--- src/rtl/multi_bank_bram_loader_pkg.sv ---
// Shared definitions for the multi-bank BRAM loader: width helper and the
// IDLE/LOAD/DONE state encoding, which the control FSM may decode as status.
package multi_bank_bram_loader_pkg;

  // Ceiling log2, never below 1 so that single-entry fields keep one bit.
  function automatic int unsigned log2(input int unsigned n);
    int unsigned r;
    r = 0;
    while ((64'd1 << r) < 64'(n)) r = r + 1;
    return (r == 0) ? 32'd1 : r;
  endfunction

  typedef enum logic [1:0] {
    ST_IDLE = 2'd0,
    ST_LOAD = 2'd1,
    ST_DONE = 2'd2
  } state_e;

endpackage

--- src/rtl/multi_bank_bram_loader_bank_addr_counter.sv ---
// Bank/address cursor for the loader: bank_sel walks 0..BANKS-1 with a
// compare-based wrap (BANKS need not be a power of two); addr advances on
// each bank wrap, modulo DEPTH, wrapping silently.
// Ports: clk, rst (sync, active-high), load/load_addr (restart at bank 0,
// addr load_addr), en (advance by one word), bank_sel, addr.
module multi_bank_bram_loader_bank_addr_counter
  import multi_bank_bram_loader_pkg::*;
#(
  parameter int unsigned BANKS = 4,
  parameter int unsigned DEPTH = 256,
  parameter int unsigned ADDR  = log2(DEPTH),
  parameter int unsigned SEL   = log2(BANKS)
) (
  input  logic            clk,
  input  logic            rst,
  input  logic            load,
  input  logic [ADDR-1:0] load_addr,
  input  logic            en,
  output logic [SEL-1:0]  bank_sel,
  output logic [ADDR-1:0] addr
);

  always_ff @(posedge clk) begin
    if (rst) begin
      bank_sel <= '0;
      addr     <= '0;
    end else if (load) begin
      bank_sel <= '0;
      addr     <= load_addr;
    end else if (en) begin
      if (bank_sel == SEL'(BANKS - 1)) begin
        bank_sel <= '0;
        addr     <= (addr == ADDR'(DEPTH - 1)) ? '0 : addr + 1'b1;
      end else begin
        bank_sel <= bank_sel + 1'b1;
      end
    end
  end

endmodule

--- src/rtl/multi_bank_bram_loader.sv ---
// Stream-to-bank write stage feeding port A of a multi-bank BRAM. Word k of a
// load goes to bank k % BANKS at address (base_addr + k / BANKS) mod DEPTH.
// Ports: clk, rst (sync, active-high); start/base_addr/count (load command,
// sampled only in IDLE); s_axis_tdata/tvalid/tready/tlast (+ s_axis_tkeep when
// BRAM_LOADER_TKEEP_EN is defined); ena/wea/addra/dina (registered port-A
// strobes, one slice per bank); busy, done (one-cycle pulse), error (sticky
// framing error, cleared by the next accepted start).
// Option: define BRAM_LOADER_TKEEP_EN to drive each wea slice from tkeep
// instead of all-ones.
module multi_bank_bram_loader
  import multi_bank_bram_loader_pkg::*;
#(
  parameter int unsigned BANKS = 4,
  parameter int unsigned WIDTH = 16,
  parameter int unsigned DEPTH = 256,
  parameter int unsigned ADDR  = log2(DEPTH),
  parameter int unsigned WE    = WIDTH / 8,
  parameter int unsigned CNT   = log2(BANKS * DEPTH) + 1
) (
  input  logic                   clk,
  input  logic                   rst,
  input  logic                   start,
  input  logic [ADDR-1:0]        base_addr,
  input  logic [CNT-1:0]         count,
  input  logic [WIDTH-1:0]       s_axis_tdata,
  input  logic                   s_axis_tvalid,
  output logic                   s_axis_tready,
  input  logic                   s_axis_tlast,
`ifdef BRAM_LOADER_TKEEP_EN
  input  logic [WE-1:0]          s_axis_tkeep,
`endif
  output logic [BANKS-1:0]       ena,
  output logic [BANKS*WE-1:0]    wea,
  output logic [BANKS*ADDR-1:0]  addra,
  output logic [BANKS*WIDTH-1:0] dina,
  output logic                   busy,
  output logic                   done,
  output logic                   error
);

  localparam int unsigned SEL = log2(BANKS);

  state_e          state;
  state_e          state_nxt;
  logic [CNT-1:0]  count_q;
  logic [CNT-1:0]  words;
  logic [SEL-1:0]  bank_sel;
  logic [ADDR-1:0] cur_addr;
  logic [WE-1:0]   keep_c;
  logic            start_c;
  logic            accept_c;
  logic            last_beat_c;
  logic            finish_c;
  logic            frame_err_c;

`ifdef BRAM_LOADER_TKEEP_EN
  assign keep_c = s_axis_tkeep;
`else
  assign keep_c = '1;
`endif

  assign start_c     = start && (state == ST_IDLE);
  assign accept_c    = s_axis_tvalid && s_axis_tready;
  assign last_beat_c = (words == count_q - 1'b1);
  assign finish_c    = accept_c && (last_beat_c || s_axis_tlast);
  // Error when tlast and the counted final beat disagree (early or missing tlast).
  assign frame_err_c = accept_c && (last_beat_c != s_axis_tlast);

  // State register.
  always_ff @(posedge clk) begin
    if (rst) state <= ST_IDLE;
    else     state <= state_nxt;
  end

  // Next-state logic.
  always_comb begin
    state_nxt = state;
    case (state)
      ST_IDLE: if (start) state_nxt = (count != '0) ? ST_LOAD : ST_DONE;
      ST_LOAD: if (finish_c) state_nxt = ST_DONE;
      ST_DONE: state_nxt = ST_IDLE;
      default: state_nxt = ST_IDLE;
    endcase
  end

  // Status outputs registered from the next state so they track the state register.
  always_ff @(posedge clk) begin
    if (rst) begin
      s_axis_tready <= 1'b0;
      busy          <= 1'b0;
      done          <= 1'b0;
    end else begin
      s_axis_tready <= (state_nxt == ST_LOAD);
      busy          <= (state_nxt != ST_IDLE);
      done          <= (state_nxt == ST_DONE);
    end
  end

  // Command latch, beat counter and sticky framing error.
  always_ff @(posedge clk) begin
    if (rst) begin
      count_q <= '0;
      words   <= '0;
      error   <= 1'b0;
    end else if (start_c) begin
      count_q <= count;
      words   <= '0;
      error   <= 1'b0;
    end else if (accept_c) begin
      words <= words + 1'b1;
      if (frame_err_c) error <= 1'b1;
    end
  end

  multi_bank_bram_loader_bank_addr_counter #(
    .BANKS (BANKS),
    .DEPTH (DEPTH),
    .ADDR  (ADDR),
    .SEL   (SEL)
  ) u_bank_addr_counter (
    .clk       (clk),
    .rst       (rst),
    .load      (start_c),
    .load_addr (base_addr),
    .en        (accept_c),
    .bank_sel  (bank_sel),
    .addr      (cur_addr)
  );

  // Port-A strobes: only the selected bank's slices are driven, for one cycle.
  always_ff @(posedge clk) begin
    if (rst) begin
      ena   <= '0;
      wea   <= '0;
      addra <= '0;
      dina  <= '0;
    end else begin
      ena   <= '0;
      wea   <= '0;
      addra <= '0;
      dina  <= '0;
      if (accept_c) begin
        for (int b = 0; b < int'(BANKS); b++) begin
          if (SEL'(b) == bank_sel) begin
            ena[b]                   <= 1'b1;
            wea[b*WE +: WE]          <= keep_c;
            addra[b*ADDR +: ADDR]    <= cur_addr;
            dina[b*WIDTH +: WIDTH]   <= s_axis_tdata;
          end
        end
      end
    end
  end

endmodule

--- config.mk ---
export PLATFORM = sky130hd
export DESIGN_NAME = multi_bank_bram_loader
export DESIGN_NICKNAME = d
export VERILOG_FILES = /design/src/rtl/multi_bank_bram_loader_pkg.sv /design/src/rtl/multi_bank_bram_loader_bank_addr_counter.sv /design/src/rtl/multi_bank_bram_loader.sv
export SDC_FILE = /design/constraint.sdc
export NUM_CORES = 1
export LEC_CHECK = 0
export CAP_MARGIN = 25
export CORE_ASPECT_RATIO = 1.25
export CORE_MARGIN = 3
export CORE_UTILIZATION = 41
export DETAILED_ROUTE_END_ITERATION = 12
export GPL_ROUTABILITY_DRIVEN = 0
export PLACE_DENSITY = 0.78
export SYNTH_ARGS = -nofsm -noshare
export SYNTH_HDL_FRONTEND = slang
export SYNTH_SLANG_ARGS = --single-unit
--- constraint.sdc ---
create_clock -name clk -period 2.1 [get_ports clk]
set_input_delay 0.21 -clock clk [delete_from_list [all_inputs] [get_ports clk]]
set_output_delay 0.21 -clock clk [all_outputs]
set_load 0.005 [all_outputs]
==> flow_metrics.env, run 1 <==
export IMPL_status="finished, violations left"
export IMPL_violations="setup timing"
export IMPL_io_buffer_count=151
export IMPL_synth_top_area_share_pct=57.9
export IMPL_clk_path_buf_depth=2
export IMPL_startpoint_type="register"
export IMPL_tns_ns=-0.672
export IMPL_grt_pass1_wl_um=18500
export IMPL_ys_seq_elements=138
export IMPL_avgRoutedWirePerCell_um=15.4
export IMPL_ctsHoldBuffers=0
export IMPL_ys_seq_area_share_pct=57.9
export IMPL_max_slew_margin_pct=39.1
export IMPL_area_growth_synth_to_final_pct=51.7
export IMPL_yosysUniqueCellTypes=38
export IMPL_fin_crit_ns=2.30
export IMPL_ant_nets=0
export IMPL_num_fill_cells=860
export IMPL_crit_fanout=7
export IMPL_drv_cap=0
export IMPL_finalCritPeriodShare_pct=109
export IMPL_cts_buffers_inserted=17
export IMPL_nets=689
export IMPL_htree_levels=4
export IMPL_setup_violations=5
export IMPL_leakagePower_nw=2.76
export IMPL_fin_skew_ns=0.00585
export IMPL_first_global_vias=3818
export IMPL_grt_use_total_pct=18.4
export IMPL_clkTransAtPathRegs_ns=0.06
export IMPL_start_util_pct=42.4
export IMPL_wirelength_um=12100
export IMPL_yosys_warnings=0
export IMPL_drtIter0Drc=194
export IMPL_antenna_cells=0
export IMPL_fp_dieW_um=102
export IMPL_rsz0062_at_grt="true"
export IMPL_fp_row_count=43
export IMPL_design_area_mm2=0.00724
export IMPL_antenna_found_initial=0
export IMPL_ys_flop_type="dfxtp_1"
export IMPL_coreArea_mm2=0.0112
export IMPL_yosysMostFrequentCell="dfxtp_1"
export IMPL_path_class="register to register"
export IMPL_synth_top_area_cell="dfxtp_1"
export IMPL_root_buffer="clkbuf_16"
export IMPL_dr_pass1_iters=4
export IMPL_regArea_mm2=0.00277
export IMPL_cts_tree="yes"
export IMPL_synth_nets=521
export IMPL_synthTopCellsByArea="dfxtp_1 (58%), and2_1 (13%), nand2_1 (2.8%)"
export IMPL_post_dp_hpwl_um=8960
export IMPL_worstSetupEndpointType="register"
export IMPL_hold_violations=0
export IMPL_die_h_um=127
export IMPL_viasPerCell=4.87
export IMPL_ios=152
export IMPL_grt_overflow=0
export IMPL_clock_fmax_mhz=435
export IMPL_syn_area_mm2=0.00477
export IMPL_p_per_area_mw_per_mm2=844
export IMPL_cts_sinks=138
export IMPL_vias=3844
export IMPL_min_delay_path_class="input pin to register"
export IMPL_route_detailed_drc=0
export IMPL_synth_edff_count=0
export IMPL_multi_input_area_mm2=0.00194
export IMPL_ir_drop_uv=476
export IMPL_worstSkewPairLatency_ns=0.40
export IMPL_cp_arrival_ns=2.62
export IMPL_die_area_mm2=0.0130
export IMPL_drive_gt1_share_pct=13.3
export IMPL_setup_slack_ns=-0.196
export IMPL_synthArstFlopShare_pct=0
export IMPL_avgSynthCellArea_um2=10.1
export IMPL_timing_worst_slew_pin_value_ns=0.912
export IMPL_worstPathRequired_ns=2.42
export IMPL_grt_start_max_net_pins=26
export IMPL_dpl_cell_area_mm2=0.00655
export IMPL_netlist_top_cells_count="dfxtp_1 (138), and2_1 (97), nand2_1 (36), nor2_1 (28), a21oi_1 (23)"
export IMPL_drv_slew=0
export IMPL_synth_cells=473
[flip-flops by register name, indices dropped and copies added (netlist names), 2 cells and up]
signal / flops
ena: 3
words: 11
state: 2
dina: 64
addra: 32
count_q: 11
u_bank_addr_counter.bank_sel: 2
u_bank_addr_counter.addr: 8
[placed cells by master (no fill, tap or decap), drive strengths merged, types with 5 or more instances in the layout]
| cell type | count |
|---|---|
| clkdlybuf4s50 | 151 |
| dfxtp | 138 |
| and2 | 97 |
| nand2 | 36 |
| nor2 | 28 |
| buf | 28 |
| a21oi | 23 |
| clkbuf | 18 |
| xnor2 | 12 |
| xor2 | 12 |
| inv | 11 |
| nor3 | 9 |
| nand3 | 8 |
| ha | 8 |
| a211oi | 7 |
| nand4 | 7 |
| nor3b | 7 |
| o21ai | 6 |
| nor4 | 5 |
[per-layer routing]
layer / global-route usage (%) / vias up / wire length (µm)
li1: - / 1907 / -
met1: 18.5 / 1777 / 4610
met2: 35.3 / 145 / 6690
met3: 4.57 / 15 / 675
met4: 6.56 / 0 / 161
met5: 0 / - / 0
[worst max-delay path, stage by stage, from the launching register on]
cell and delay [ns]:
dfxtp_2 0.33, or4_4 0.59, or3_4 0.35, a22oi_2 0.17, o211ai_1 0.12, ha_2 0.19
nor2_1 0.08, nand2_1 0.06, o21ai_1 0.11, nor3b_2 0.21
[report_power, final]
group / total (W) / internal, W / switching (W)
Sequential: 0.00271 / 0.00266 / 0.0000466
Clock: 0.00295 / 0.00181 / 0.00114
Combinational: 0.000449 / 0.000242 / 0.000207
[path summary, 6_finish.rpt]
kind,start,to,slack (ns),depth (start not counted)
worst min-delay path,count[7],count_q[7],0.40,3
worst max register to register,count_q[0],state[1],-0.20,9
worst max-delay path,count_q[0],state[1],-0.20,9
worst min register to register,count_q[2],count_q[2],0.49,2
[what timing repair did]
| action | 4_1_cts | 5_1_grt |
|---|---|---|
| setup endpoints to repair | 5 | 5 |
| pin swaps | 7 | 4 |
| gates resized for setup | 13 | 4 |
| setup buffers | 1 | 1 |
[area by class of cell]
type / instances / area share (%)
inverters: 6 / 0.311
flip-flops and latches: 138 / 38.2
multi-input cells: 299 / 26.9
clock inverters: 14 / 2.25
well taps: 135 / 2.33
repair buffers: 179 / 24.0
clock buffers: 18 / 6.07
[kinds of logic (layout without fill, tap and decap cells)]
group / Yosys count / count (layout) / share of synthesized area [%]
AOI/OAI and AO/OA: 50 / 50 / 6.59
adders and majority gates: 8 / 8 / 2.10
xor gates and xnor gates: 24 / 24 / 4.41
DFF: 138 / 138 / 57.9
buffers and inverters: 36 / 217 / 3.54
muxes: 1 / 1 / 0.210
and+or+nand+nor: 216 / 216 / 25.2
[stage by stage]
step | total power [W] | hold WS [ns] | utilization [%] | setup WS, ns | cells
after floorplan | 0.00296 | 0.332 | - | -0.0438 | 473
after global placement | 0.00316 | 0.459 | 58.3 | -0.166 | 755
after global routing | 0.00631 | 0.395 | 64.3 | -0.361 | 789
after CTS | 0.00614 | 0.381 | 64.1 | -0.191 | 788
after detailed placement | 0.00317 | 0.473 | 58.3 | -0.341 | 755
final | 0.00611 | 0.400 | 64.3 | -0.196 | 789
Power figures use the tool's default switching activity.
==> run 2: changes to the inputs <==
- CTS_CLUSTER_DIAMETER: not set -> 200
==> results of run 2 <==
No change in the layout: final DEF, timing and power equal those of run 1.
==> run 3: changes to the inputs <==
- ABC_CLOCK_PERIOD_IN_PS: not set -> 2100
- CAP_MARGIN: 25 -> 20
==> results of run 3 <==
No change in the layout: final DEF, timing and power equal those of run 1.
